`src/rtl/md_clk_enables.sv`:
```
// Mega Drive master-clock enable generator: holds the core in reset for a fixed
// settle time, then emits 68000/Z80/PSG/pixel clock enables with a pause handshake.
module md_clk_enables #(
   parameter int unsigned STARTUP_CYCLES = 1024
) (
   input  logic clk,
   input  logic reset,
   input  logic h40,
   input  logic pause_req,
   output logic core_reset,
   output logic ce_68k,
   output logic ce_z80,
   output logic ce_psg,
   output logic ce_pix,
   output logic paused
);

   localparam int unsigned SETTLE_W = 16;
   localparam int unsigned C68_W    = 3;
   localparam int unsigned CZ80_W   = 4;
   localparam int unsigned CPSG_W   = 4;
   localparam int unsigned CPIX_W   = 4;

   localparam logic [SETTLE_W-1:0] SETTLE_LAST  = SETTLE_W'(STARTUP_CYCLES - 1);
   localparam logic [C68_W-1:0]    C68_LAST     = C68_W'(6);
   localparam logic [CZ80_W-1:0]   CZ80_LAST    = CZ80_W'(14);
   localparam logic [CPSG_W-1:0]   CPSG_LAST    = CPSG_W'(15);
   localparam logic [CPIX_W-1:0]   PIX_LAST_H40 = CPIX_W'(7);
   localparam logic [CPIX_W-1:0]   PIX_LAST_H32 = CPIX_W'(9);

   typedef enum logic [1:0] {
      STARTUP = 2'd0,
      RUN     = 2'd1,
      PAUSED  = 2'd2
   } state_t;

   state_t              state,    state_d;
   logic [SETTLE_W-1:0] settle,   settle_d;
   logic [C68_W-1:0]    c68,      c68_d;
   logic [CZ80_W-1:0]   cz80,     cz80_d;
   logic [CPSG_W-1:0]   cpsg,     cpsg_d;
   logic [CPIX_W-1:0]   cpix,     cpix_d;
   logic                mode_cur, mode_cur_d;
   logic                mode_nxt, mode_nxt_d;
   logic [CPIX_W-1:0]   pix_last, pix_last_d;
   logic                run_d;
   logic                ce_68k_d, ce_z80_d, ce_psg_d, ce_pix_d;

   // Next-state and counter advance; the pixel mode is pipelined one period deep
   // so a period that has already started is never resized.
   always_comb begin
      state_d    = state;
      settle_d   = settle;
      c68_d      = c68;
      cz80_d     = cz80;
      cpsg_d     = cpsg;
      cpix_d     = cpix;
      mode_cur_d = mode_cur;
      mode_nxt_d = mode_nxt;
      pix_last   = mode_cur ? PIX_LAST_H40 : PIX_LAST_H32;

      case (state)
         STARTUP: begin
            settle_d   = settle + SETTLE_W'(1);
            c68_d      = '0;
            cz80_d     = '0;
            cpsg_d     = '0;
            cpix_d     = '0;
            mode_cur_d = h40;
            mode_nxt_d = h40;
            if (settle == SETTLE_LAST) begin
               state_d  = RUN;
               settle_d = '0;
            end
         end

         RUN: begin
            c68_d  = (c68 == C68_LAST)   ? '0 : c68 + C68_W'(1);
            cz80_d = (cz80 == CZ80_LAST) ? '0 : cz80 + CZ80_W'(1);
            if (cz80 == CZ80_LAST) begin
               cpsg_d = (cpsg == CPSG_LAST) ? '0 : cpsg + CPSG_W'(1);
            end
            if (cpix == pix_last) begin
               cpix_d     = '0;
               mode_cur_d = mode_nxt;
               mode_nxt_d = h40;
            end else begin
               cpix_d = cpix + CPIX_W'(1);
            end
            // c68 at its last count is exactly the cycle ce_68k is high
            if (pause_req && (c68 == C68_LAST)) begin
               state_d = PAUSED;
            end
         end

         PAUSED: begin
            if (!pause_req) begin
               state_d = RUN;
            end
         end

         default: state_d = STARTUP;
      endcase

      run_d      = (state_d == RUN);
      pix_last_d = mode_cur_d ? PIX_LAST_H40 : PIX_LAST_H32;
      ce_68k_d   = run_d && (c68_d == C68_LAST);
      ce_z80_d   = run_d && (cz80_d == CZ80_LAST);
      ce_psg_d   = run_d && (cz80_d == CZ80_LAST) && (cpsg_d == CPSG_LAST);
      ce_pix_d   = run_d && (cpix_d == pix_last_d);
   end

   // State, counters and registered outputs
   always_ff @(posedge clk) begin
      if (reset) begin
         state      <= STARTUP;
         settle     <= '0;
         c68        <= '0;
         cz80       <= '0;
         cpsg       <= '0;
         cpix       <= '0;
         mode_cur   <= 1'b0;
         mode_nxt   <= 1'b0;
         core_reset <= 1'b1;
         paused     <= 1'b0;
         ce_68k     <= 1'b0;
         ce_z80     <= 1'b0;
         ce_psg     <= 1'b0;
         ce_pix     <= 1'b0;
      end else begin
         state      <= state_d;
         settle     <= settle_d;
         c68        <= c68_d;
         cz80       <= cz80_d;
         cpsg       <= cpsg_d;
         cpix       <= cpix_d;
         mode_cur   <= mode_cur_d;
         mode_nxt   <= mode_nxt_d;
         core_reset <= (state_d == STARTUP);
         paused     <= (state_d == PAUSED);
         ce_68k     <= ce_68k_d;
         ce_z80     <= ce_z80_d;
         ce_psg     <= ce_psg_d;
         ce_pix     <= ce_pix_d;
      end
   end

endmodule

```
`config.mk`:
```
export PLATFORM = sky130hd
export DESIGN_NAME = md_clk_enables
export DESIGN_NICKNAME = d
export VERILOG_FILES = /design/src/rtl/md_clk_enables.sv
export SDC_FILE = /design/constraint.sdc
export NUM_CORES = 1
export LEC_CHECK = 0
export BUFFER_PORTS_ARGS = -buffer_cell sky130_fd_sc_hd__buf_2
export CAP_MARGIN = 20
export CORE_ASPECT_RATIO = 0.5
export CORE_MARGIN = 2
export CORE_UTILIZATION = 55
export DETAILED_ROUTE_END_ITERATION = 8
export GPL_TIMING_DRIVEN = 0
export PLACE_DENSITY = 0.82
export SLEW_MARGIN = 10
export SYNTH_ARGS = -nofsm -noshare
export SYNTH_HDL_FRONTEND = slang
export SYNTH_SLANG_ARGS = --single-unit
```
`constraint.sdc`:
```
create_clock -name clk -period 2.5 [get_ports clk]
set_input_delay 0.375 -clock clk [delete_from_list [all_inputs] [get_ports clk]]
set_output_delay 0.375 -clock clk [all_outputs]
set_load 0.05 [all_outputs]
```
# == Word level (Yosys, flattened, before mapping) ==
# Cells that the tools add are included.
# classes
add_sub_neg,5
n_bitwise,0
order_cmp,0
mul,0
reduce_logical,9
shift,0
muxes,20
eq_ne,14
div,0
# ops
operator,count
4-bit 2-to-1 mux,6
4-bit case mux with 2 select lines,3
"16-bit by 1-bit adder with 16-bit output, second input constant",1
"16-bit by 10-bit == test with 1-bit output, second input constant",1
"4-bit == test, second input constant",4
16-bit 2-to-1 mux,1
"4-bit by 1-bit adder with 4-bit output, second input constant",3
4-bit == test,2
"3-bit == test, second input constant",2
2-bit 2-to-1 mux,3
2-bit case mux with 3 select lines,1
3-bit case mux with 2 select lines,1
1-bit logical AND,5
"2-bit by 1-bit == test with 1-bit output, second input constant",2
"2-bit == test, second input constant",2
2-bit zero test,2
1-bit case mux with 2 select lines,2
"3-bit by 1-bit adder with 3-bit output, second input constant",1
3-bit 2-to-1 mux,1
1-bit 2-to-1 mux,2
"2-bit != test, second input constant",1
2-bit AND reduction,1
2-bit nonzero test,1
# totals
mem_bits_rw,0
output_inout_bits,6
n_memories,0
wordCells,62
in_bits,4
latchBits,0
romBits,0
regBits,41

# == Depth between registers and ports, before layout ==
# Gate-level depths: netlist (run 1).
# logic_depth
depth_word,7
mapped_depth,7
depth_no_buf,7

# == Worst setup path before layout (run 1) ==
# OpenSTA, ideal clock, no wires.
# synth_path
path_kind,reg-to-reg
startpoint,register cpix[2]
endpoint,register ce_pix
path_stages_with_launch,6
setup_slack_ns,0.806
arrival_time_ns,1.624
path_cell_list,dfxtp_1 -> nor4b_4 -> o21ai_2 -> a32o_1 -> or4_1 -> a21oi_1
# synth_between
elab_chain_cells,6
word_cells_on_any_way,9
classes_between,1 x add/sub; 2 x eq/ne; 5 x mux; 1 x reduce/logical
# synth_rtl
item,line,text
"start, declared",42,"logic [CPIX_W-1:0] cpix, cpix_d;"
"start signal, assigned",136,cpix <= cpix_d;
"parallel branches: the longest is 4 deep, another holds 4-bit by 1-bit adder with 4-bit output",--,
4-bit == test (*),110,ce_pix_d = run_d && (cpix_d == pix_last_d);
1-bit logical AND (*),110,
"end signal, assigned",144,ce_pix <= ce_pix_d;
"end, declared",14,"output logic ce_pix,"
# Every way passes the cells marked *.
# A chain may end at the register's enable or synchronous reset.

# == Worst setup path after layout (run 1) ==
# layout_path
startpoint,register state[0]
endpoint,register ce_psg
# layout_between
elab_chain_cells,5
word_cells_on_any_way,14
classes_between,5 x eq/ne; 6 x mux; 3 x reduce/logical
# layout_rtl
item,line,text
"start, declared",37,"state_t state, state_d;"
"start signal, assigned",131,state <= state_d;
2-bit by 1-bit == test with 1-bit output (tied with other cells),62,case (state)
4-bit case mux with 2 select lines / 2-bit case mux with 3 select lines (equally long branches),62,
4-bit == test / 2-bit by 1-bit == test with 1-bit output (equally long branches),"109, 105",
1-bit logical AND,109,ce_psg_d = run_d && (cz80_d == CZ80_LAST) && (cpsg_d == CPSG_LAST);
1-bit logical AND (*),109,
"end signal, assigned",143,ce_psg <= ce_psg_d;
"end, declared",13,"output logic ce_psg,"
# Every way passes the cells marked *; elsewhere a longest branch is shown, timed or not.

==> results.yml, run 1 <==
outcome:
  status: "finished, final reports clean"
die:
  initial_core_util: 0.573
  io_pins: 10
  rows: 15
  die_width_um: 88.4
  dieArea_mm2: 0.00408
  die_height_um: 46.2
  coreArea_mm2: 0.00342
synthesis:
  syn-num-nets: 235
  syn_inst: 226
  async_flop_share: 0
  syn_area_mm2: 0.00196
  ys_warn_count: 0
  ys_ff_latch: 41
  synth.avg_cell_area_um2: 8.66
  synth_top_area_cell: "dfxtp_1"
  synth.distinct_cells: 51
  ys_seq_area_frac: 0.419
  ys.flop_type: "dfxtp_1"
  synth_edf_count: 0
  synth.area.top_cells: "dfxtp_1 42%, nor2_1 5.9%, xor2_1 5.8%"
  synth_top_area_frac: 0.419
power_and_ir_drop:
  fin_total_pwr_mw: 1.25
  p_leak_nw: 0.840
  vdd.ir_drop.worst_mv: 0.268
  power_density_mw_per_mm2: 575
route:
  drtIter0Drc: 104
  wl_met2_um: 1850
  ant_nets: 0
  drtPass1Iterations: 4
  wirelength_um: 4050
  wl_per_cell_um: 13.8
  routed_via_density: 5.72
  drt-met1-wl_um: 1920
  maxUsedRoutingLayer: "met4"
  via_count: 1675
  drc: 0
  wl_met3_um: 219
sta:
  period_needed_ps: 1960
  slew_headroom: 0.625
  clock-skew-final_ps: 7.55
  period_share: 0.784
  drv_slew: 0
  setup_tns_ps: 0
  grt_setup_unrepaired: "false"
  worst_slew_pin_slew_ps: 563
  setup_viol_count_final: 0
  max_freq_mhz: 510
  final_hold_viol_count: 0
global_route:
  grt_max_degree: 13
  grt_pass1_wl_um: 6490
  grt_overflow_total: 0
  grt_pass1_vias: 1492
  gr-usage-all-layers: 0.213
  antenna_found_initial: 0
min_path:
  hold_start: "h40"
  hp-class: "input pin to flip-flop"
setup_path:
  setup.worst_path.start_class: "flip-flop"
  cp_max_fo: 10
  crit_path_start: "state[0]"
  critical-path-top-delay-family: "compound AO/OA/AOI/OAI gates"
  crit_chain: "nor2b_1, clkbuf_1, nand2_1, a311oi_1, o211ai_1, nor4_1"
  slowest_delay_ps: 430
  endpoint_kind: "flip-flop"
  crit_type: "flip-flop to flip-flop"
  cp_data_arrival_time_ps: 2180
  reg2reg_from: "state[0]"
  cp_data_required_time_ps: 2720
  critPathSlowestCell: "dfxtp_1"
  path_buf_inv: 1
clock_tree:
  insertion_delay_ps: 300
  cts-root-buf: "clkbuf_8"
  tritoncts: "done"
  clkTransAtPathRegs_ps: 80
  post_cts_resized: 0
  cts_sinks: 41
  cts.path.max_buffers: 2
  postCtsSetupRepairBufs: 0
  numCtsBuffers: 5
  ctsHoldBuffers: 0
  htree_levels: 2
place:
  dpl_cell_area_mm2: 0.00206
  gp_congestion: 0.858
  port_buffers: 8
  hpwl_um: 2840
final_layout:
  design_area_mm2: 0.00218
  final_cell_mix: "41 x dfxtp_1, 31 x nor2_1, 18 x nand2_1, 13 x xor2_1, 12 x nand3_1"
  fill_cells: 298
  antenna_cells: 0
  drive_above_1_share: 0.0826
  area_growth_pct: 11.3
  layout_commonest_cell: "dfxtp_1"
  fin_nets: 250
  utilization: 0.637
run:
  drv_cap: 0
==> registers in the layout, indices dropped and copies added, names as in the netlist <==
name        count
ce_z80          1
cpsg            4
cz80            4
paused          1
ce_pix          1
c68             3
state           2
ce_68k          1
mode_cur        1
settle         16
core_reset      1
cpix            4
ce_psg          1
mode_nxt        1
==> per-stage QoR <==
step           std cells  worst slack (ps)  hold slack [ps]
4_1_cts              293               542              348
2_1_floorplan        226               806              460
6_report             293               539              352
3_5_place_dp         285               594              492
5_1_grt              293               335              379
3_3_place_gp         285               631              479
==> Yosys cell counts (2+ instances only) <==
| cell | count |
|---|---|
| nor2b_1 | 8 |
| nor3_1 | 6 |
| a21oi_1 | 11 |
| o2111ai_1 | 2 |
| inv_1 | 5 |
| and3_1 | 6 |
| nand4_1 | 9 |
| ha_1 | 5 |
| and4_1 | 2 |
| nand4b_1 | 3 |
| nor2_1 | 31 |
| a31oi_1 | 3 |
| or2_1 | 2 |
| nand3b_1 | 2 |
| clkbuf_1 | 6 |
| mux2i_1 | 3 |
| buf_2 | 2 |
| nand2_1 | 18 |
| dfxtp_1 | 41 |
| xor2_1 | 13 |
| o21ai_0 | 4 |
| nand2b_1 | 2 |
| or4_1 | 2 |
| nand3_1 | 12 |
| a22oi_1 | 2 |
==> tightest hold or removal path, stage by stage <==
cell,delay [ps]
buf_2,90
mux2i_1,70
nor2_1,80
==> cell families (layout without fill, tap and decap cells) <==
logic type      after synthesis  in the layout  synth area share
compound gates               40             40             0.145
xor+xnor                     14             14            0.0627
flops                        41             41             0.419
fa+ha+maj                     5              5            0.0320
buf+inv                      14             30            0.0281
simple gates                109            109             0.297
mux                           3              3            0.0153
==> path summary, 6_finish.rpt <==
check | endpoint | slack, ps | cells after the start
setup / recovery | ce_psg | 540 | 6
hold / removal | mode_nxt | 350 | 3
setup reg to reg | ce_psg | 540 | 6
hold reg to reg | mode_nxt | 510 | 2
==> power by group <==
group	internal (mW)	leakage (nW)	switching [mW]	total [mW]
clock	0.326	0.0585	0.233	0.558
combinational	0.0110	0.450	0.0179	0.0289
sequential	0.659	0.331	0.00613	0.665
total	0.995	0.840	0.257	1.25
==> metal layers <==
| layer | GRT usage | up-vias |
|---|---|---|
| met5 | 0 | - |
| met4 | 0.0970 | 0 |
| met3 | 0.0627 | 6 |
| met2 | 0.356 | 41 |
| met1 | 0.261 | 783 |
| li1 | - | 845 |
==> layout make-up <==
cell class | count | area, µm² | area share
Buffer | 9 | 36.3 | 0.0167
Clock buffer | 7 | 86.3 | 0.0397
Clock inverter | 1 | 30.0 | 0.0138
Tap cell | 51 | 63.8 | 0.0293
Multi-Input combinational cell | 171 | 1080 | 0.497
Timing Repair Buffer | 8 | 40.0 | 0.0184
Inverter | 5 | 18.8 | 0.00862
Sequential cell | 41 | 821 | 0.377
(Power assumes the default switching activity.)
==> run 2, diff against run 1 <==
ABC_AREA = 1   (was not set)
PLACE_DENSITY = 0.81   (was 0.82)
clock period = 1.9 ns   (was 2.5 ns; I/O delays follow)
==> run 2 against run 1 <==
Against the previous run:
- register-to-register slack got worse by 330 ps
- first-iteration DRC count shrank 34%
- setup slack worse by 330 ps
- synthesized area rose by 12%
- global-route usage down 0.28 points
- design area grew 9.9%
- core utilization down 1.8 points
- largest cell class unchanged
==> results.yml, run 2 <==
global_route:
  grt_pass1_wl_um: 7620
  grt_max_degree: 12
  gr-usage-all-layers: 0.211
  antenna_found_initial: 0
  grt_overflow_total: 0
  grt_pass1_vias: 1833
clock_tree:
  numCtsBuffers: 5
  tritoncts: "done"
  cts_sinks: 41
  cts-root-buf: "clkbuf_8"
  post_cts_resized: 0
  insertion_delay_ps: 290
  ctsHoldBuffers: 0
  cts.path.max_buffers: 2
  postCtsSetupRepairBufs: 0
  htree_levels: 2
  clkTransAtPathRegs_ps: 70
synthesis:
  ys_warn_count: 0
  ys_ff_latch: 41
  synth.distinct_cells: 28
  ys_seq_area_frac: 0.373
  syn_inst: 331
  synth_common_cells: "77 x nand2_1, 53 x nor2_1, 46 x inv_1, 41 x dfxtp_1, 25 x nand3_1"
  synth_top_area_cell: "dfxtp_1"
  async_flop_share: 0
  syn-num-nets: 340
  synth.most_common_cell: "nand2_1"
  syn_area_mm2: 0.00220
  synth_edf_count: 0
  synth.area.top_cells: "dfxtp_1 37%, nand2_1 13%, nor2_1 9.0%"
  synth.avg_cell_area_um2: 6.65
  synth_top_area_frac: 0.373
  ys.flop_type: "dfxtp_1"
final_layout:
  fin_nets: 355
  antenna_cells: 0
  drive_above_1_share: 0.0983
  largest_reg_flops: 16
  final_cell_mix: "77 x nand2_1, 53 x nor2_1, 46 x inv_1, 41 x dfxtp_1, 25 x nand3_1"
  design_area_mm2: 0.00239
  area_growth_pct: 8.82
  utilization: 0.619
  fin_cells: 400
  layout_commonest_cell: "nand2_1"
  largest-register: "settle"
  fill_cells: 350
place:
  port_buffers: 8
  dpl_cell_area_mm2: 0.00231
  place_inst: 393
  gp_congestion: 0.866
  hpwl_um: 3380
setup_path:
  cp_data_arrival_time_ps: 1910
  crit_type: "flip-flop to flip-flop"
  cp_max_fo: 4
  reg2reg_from: "settle[0]"
  endpoint_kind: "flip-flop"
  setup.worst_path.start_class: "flip-flop"
  crit_path_start: "settle[0]"
  cp_data_required_time_ps: 2120
sta:
  drv_slew: 0
  max_freq_mhz: 590
  period_needed_ps: 1700
  worst_slew_pin_slew_ps: 526
  setup_viol_count_final: 0
  grt_setup_unrepaired: "false"
  period_share: 0.893
  slew_headroom: 0.649
  setup_tns_ps: 0
  clock-skew-final_ps: 5.29
  final_hold_viol_count: 0
min_path:
  hold_start: "h40"
  hp-class: "input pin to flip-flop"
run:
  drv_cap: 0
die:
  initial_core_util: 0.569
  die_height_um: 48.7
  io_pins: 10
  die_width_um: 93.4
  dieArea_mm2: 0.00455
  rows: 16
  coreArea_mm2: 0.00386
power_and_ir_drop:
  p_sw_frac: 0.217
  pwr-share-comb: 0.031
  pwr-share-seq: 0.586
  vdd.ir_drop.worst_mv: 0.343
  p_leak_nw: 1.07
  p_switching_mw: 0.324
  pwr-share-clk: 0.384
  intPower_mw: 1.17
  power_density_mw_per_mm2: 624
route:
  wirelength_um: 4400
  drtIter0Drc: 69
  ant_nets: 0
  drtPass1Iterations: 4
  routed_via_density: 5.12
  drc: 0
  wl_per_cell_um: 11.0
  via_count: 2046
outcome:
  status: "finished, final reports clean"
==> run 2: cell types whose count changed in the layout (fill, tap and decap cells not counted), sizes merged, moves of 3 or more <==
cell,delta
o21ai,+11
nand3,+15
nor2b,-8
a21oi,+10
clkbuf,-3
and3,-6
nor2,+28
inv,+46
xor2,-10
nand2,+61
nand4b,-3
mux2i,-3
==> run 2: layout make-up <==
type / count / area [µm²] / area share
Multi-Input combinational cell: 232 / 1150 / 0.480
Buffer: 6 / 35.0 / 0.0146
Inverter: 52 / 195 / 0.0815
Clock buffer: 7 / 86.3 / 0.0361
Sequential cell: 41 / 821 / 0.343
Tap cell: 54 / 67.6 / 0.0282
Timing Repair Buffer: 8 / 40.0 / 0.0167
==> run 2: cells by family after synthesis <==
group,share of synthesized area
simple gates,0.382
buf+inv,0.105
compound gates,0.100
flops,0.373
fa+ha+maj,0.0284
xor+xnor,0.0119
==> run 2: power by group through the flow <==
stage / clock [mW] / sequential (mW) / combinational (mW)
after floorplan: 0 / 0.893 / 0.0328
after global placement: 0 / 0.894 / 0.0434
after detailed placement: 0 / 0.895 / 0.0450
after CTS: 0.590 / 0.875 / 0.0455
after global routing: 0.636 / 0.876 / 0.0528
final: 0.573 / 0.875 / 0.0459
==> run 2: metal layers <==
layer,global-route usage,part of all wire,up-vias
met5,0,0,-
met4,0.0294,0.0034,0
met3,0.0748,0.033,4
met2,0.372,0.48,22
met1,0.254,0.48,943
li1,-,-,1077
==> run 2: stage by stage <==
step	hold WS (ps)	total power, mW	setup WS (ps)
3_3_place_gp	475	0.938	269
2_1_floorplan	428	0.926	506
3_5_place_dp	483	0.940	229
4_1_cts	250	1.51	210
5_1_grt	243	1.56	44.2
6_report	263	1.49	204
==> run 2: worst max-delay path, stage by stage (launching register included) <==
cell and delay (ps):
dfxtp_1 410, ha_1 200, nand2_1 80, inv_1 110, nand3_4 100, inv_1 70
nand4_1 130, nand2_1 160, inv_2 70, nor2_1 110, nand2_1 70, nor2_1 120
==> run 2: worst paths after layout <==
check                   end  slack, ps  depth (start not counted)
setup / recovery     ce_pix        200                         11
hold reg to reg   settle[9]        490                          2
hold / removal     mode_nxt        260                          3
setup reg to reg     ce_pix        200                         11
==> run 3, diff against run 2 <==
REMOVE_ABC_BUFFERS = 1   (was not set)
==> run 3 against run 2 <==
Against the previous run:
- final cell count is 1.0% lower
- sequential share of layout area is 0.53 points higher
- setup slack worse by 18 ps
- critical path depth is 2 lower
- combinational power is 5.4% lower
- via count is 0.88% lower
- non-clock buffer count is 5 lower
- global-route usage is 0.68 points higher
- wire length is 3.0% higher
- design area is 1.4% lower
- critical endpoint unchanged
==> results.yml, run 3 (same netlist as run 2, synthesis figures left out) <==
route:
  ant_nets: 0
  via_count: 2028
  drtIter0Drc: 89
  drtPass1Iterations: 4
  drc: 0
  wirelength_um: 4530
  routed_via_density: 5.12
  wl_per_cell_um: 11.4
setup_path:
  critPathSlowestCell: "dfxtp_2"
  endpoint_kind: "flip-flop"
  cp_max_fo: 14
  crit_chain: "clkinv_1, nand2_1, o21ai_0, inv_1, nand2_1, inv_2, nor2_1, nand2_1, nor2_1"
  cp_data_arrival_time_ps: 1910
  setup.worst_path.start_class: "flip-flop"
  cp_data_required_time_ps: 2090
  crit_type: "flip-flop to flip-flop"
  slowest_delay_ps: 560
  crit_path_frequent_cell: "nand2_1"
place:
  dpl_cell_area_mm2: 0.00228
  hpwl_um: 3250
  gp_congestion: 0.866
  port_buffers: 9
clock_tree:
  htree_levels: 2
  insertion_delay_ps: 290
  cts_sinks: 41
  clkTransAtPathRegs_ps: 80
  post_cts_resized: 1
  cts.path.max_buffers: 2
  ctsHoldBuffers: 0
  numCtsBuffers: 5
  cts-root-buf: "clkbuf_8"
  tritoncts: "done"
  postCtsSetupRepairBufs: 0
sta:
  period_needed_ps: 1710
  worst_slew_pin_slew_ps: 494
  setup_tns_ps: 0
  final_hold_viol_count: 0
  setup_viol_count_final: 0
  max_freq_mhz: 584
  clock-skew-final_ps: 9.62
  grt_setup_unrepaired: "false"
  slew_headroom: 0.671
  drv_slew: 0
  period_share: 0.902
die:
  rows: 16
  dieArea_mm2: 0.00455
  coreArea_mm2: 0.00386
  io_pins: 10
  die_height_um: 48.7
  initial_core_util: 0.569
  die_width_um: 93.4
min_path:
  hp-class: "input pin to flip-flop"
final_layout:
  drive_above_1_share: 0.0994
  layout_commonest_cell: "nand2_1"
  largest_reg_flops: 16
  area_growth_pct: 7.34
  final_cell_mix: "77 x nand2_1, 53 x nor2_1, 46 x inv_1, 40 x dfxtp_1, 25 x nand3_1"
  largest-register: "settle"
  fin_nets: 350
  design_area_mm2: 0.00236
  antenna_cells: 0
global_route:
  antenna_found_initial: 0
  gr-usage-all-layers: 0.217
  grt_overflow_total: 0
  grt_max_degree: 27
  grt_pass1_wl_um: 7870
  grt_pass1_vias: 1875
power_and_ir_drop:
  power_density_mw_per_mm2: 624
  fin_total_pwr_mw: 1.47
  p_leak_nw: 1.06
  vdd.ir_drop.worst_mv: 0.587
run:
  drv_cap: 0
outcome:
  status: "finished, final reports clean"
-- run 3: cell types whose count changed in the layout (fill, tap and decap cells not counted) --
cell | before | now
buf_4 | 1 | 0
buf_6 | 1 | 0
clkbuf_1 | 4 | 1
clkbuf_8 | 6 | 5
clkinv_2 | 0 | 2
dfxtp_1 | 41 | 40
dfxtp_2 | 0 | 1
-- run 3: path summary, 6_finish.rpt --
check                            endpoint  startpoint  cells after the start  slack, ps
worst max register to register     ce_pix    state[1]                      9        190
worst max-delay path               ce_pix    state[1]                      9        190
worst min register to register  settle[1]   settle[1]                      2        490
worst min-delay path             mode_nxt         h40                      3        260
-- run 3: per-layer routing --
metal / vias up / share of wire / track usage
met2: 43 / 0.47 / 0.368
met1: 908 / 0.47 / 0.266
met4: 0 / 0.014 / 0.0809
met3: 8 / 0.047 / 0.0592
li1: 1069 / - / -
met5: - / 0 / 0
-- run 3: power breakdown --
group	total, mW	internal (mW)	switching (mW)
sequential	0.874	0.867	0.00739
clock	0.557	0.255	0.302
combinational	0.0434	0.0144	0.0290
-- run 3: layout make-up --
cell class,count,area [µm²]
clock inverters,2,10.0
fillers,354,1500
repair buffers,9,45.0
multi-input cells,232,1150
inverters,52,195
flip-flops and latches,41,822
clock buffers,6,72.6
well taps,54,67.6
-- run 3: critical path, delay by kind of cell, from the launching register on --
family	cells	cell delay [ps]
buffers and inverters	3	540
AND/OR/NAND/NOR	5	410
flip-flops	1	560
AO/OA/AOI/OAI	1	90
-- run 3: per-stage QoR --
step / utilization / worst slack, ps / cells / hold slack (ps)
after floorplan: - / 400 / 325 / 354
after global placement: 0.589 / -47.1 / 388 / 473
after detailed placement: 0.589 / -55.8 / 388 / 484
after CTS: 0.611 / 231 / 396 / 254
after global routing: 0.611 / 24.1 / 396 / 268
final: 0.611 / 186 / 396 / 256
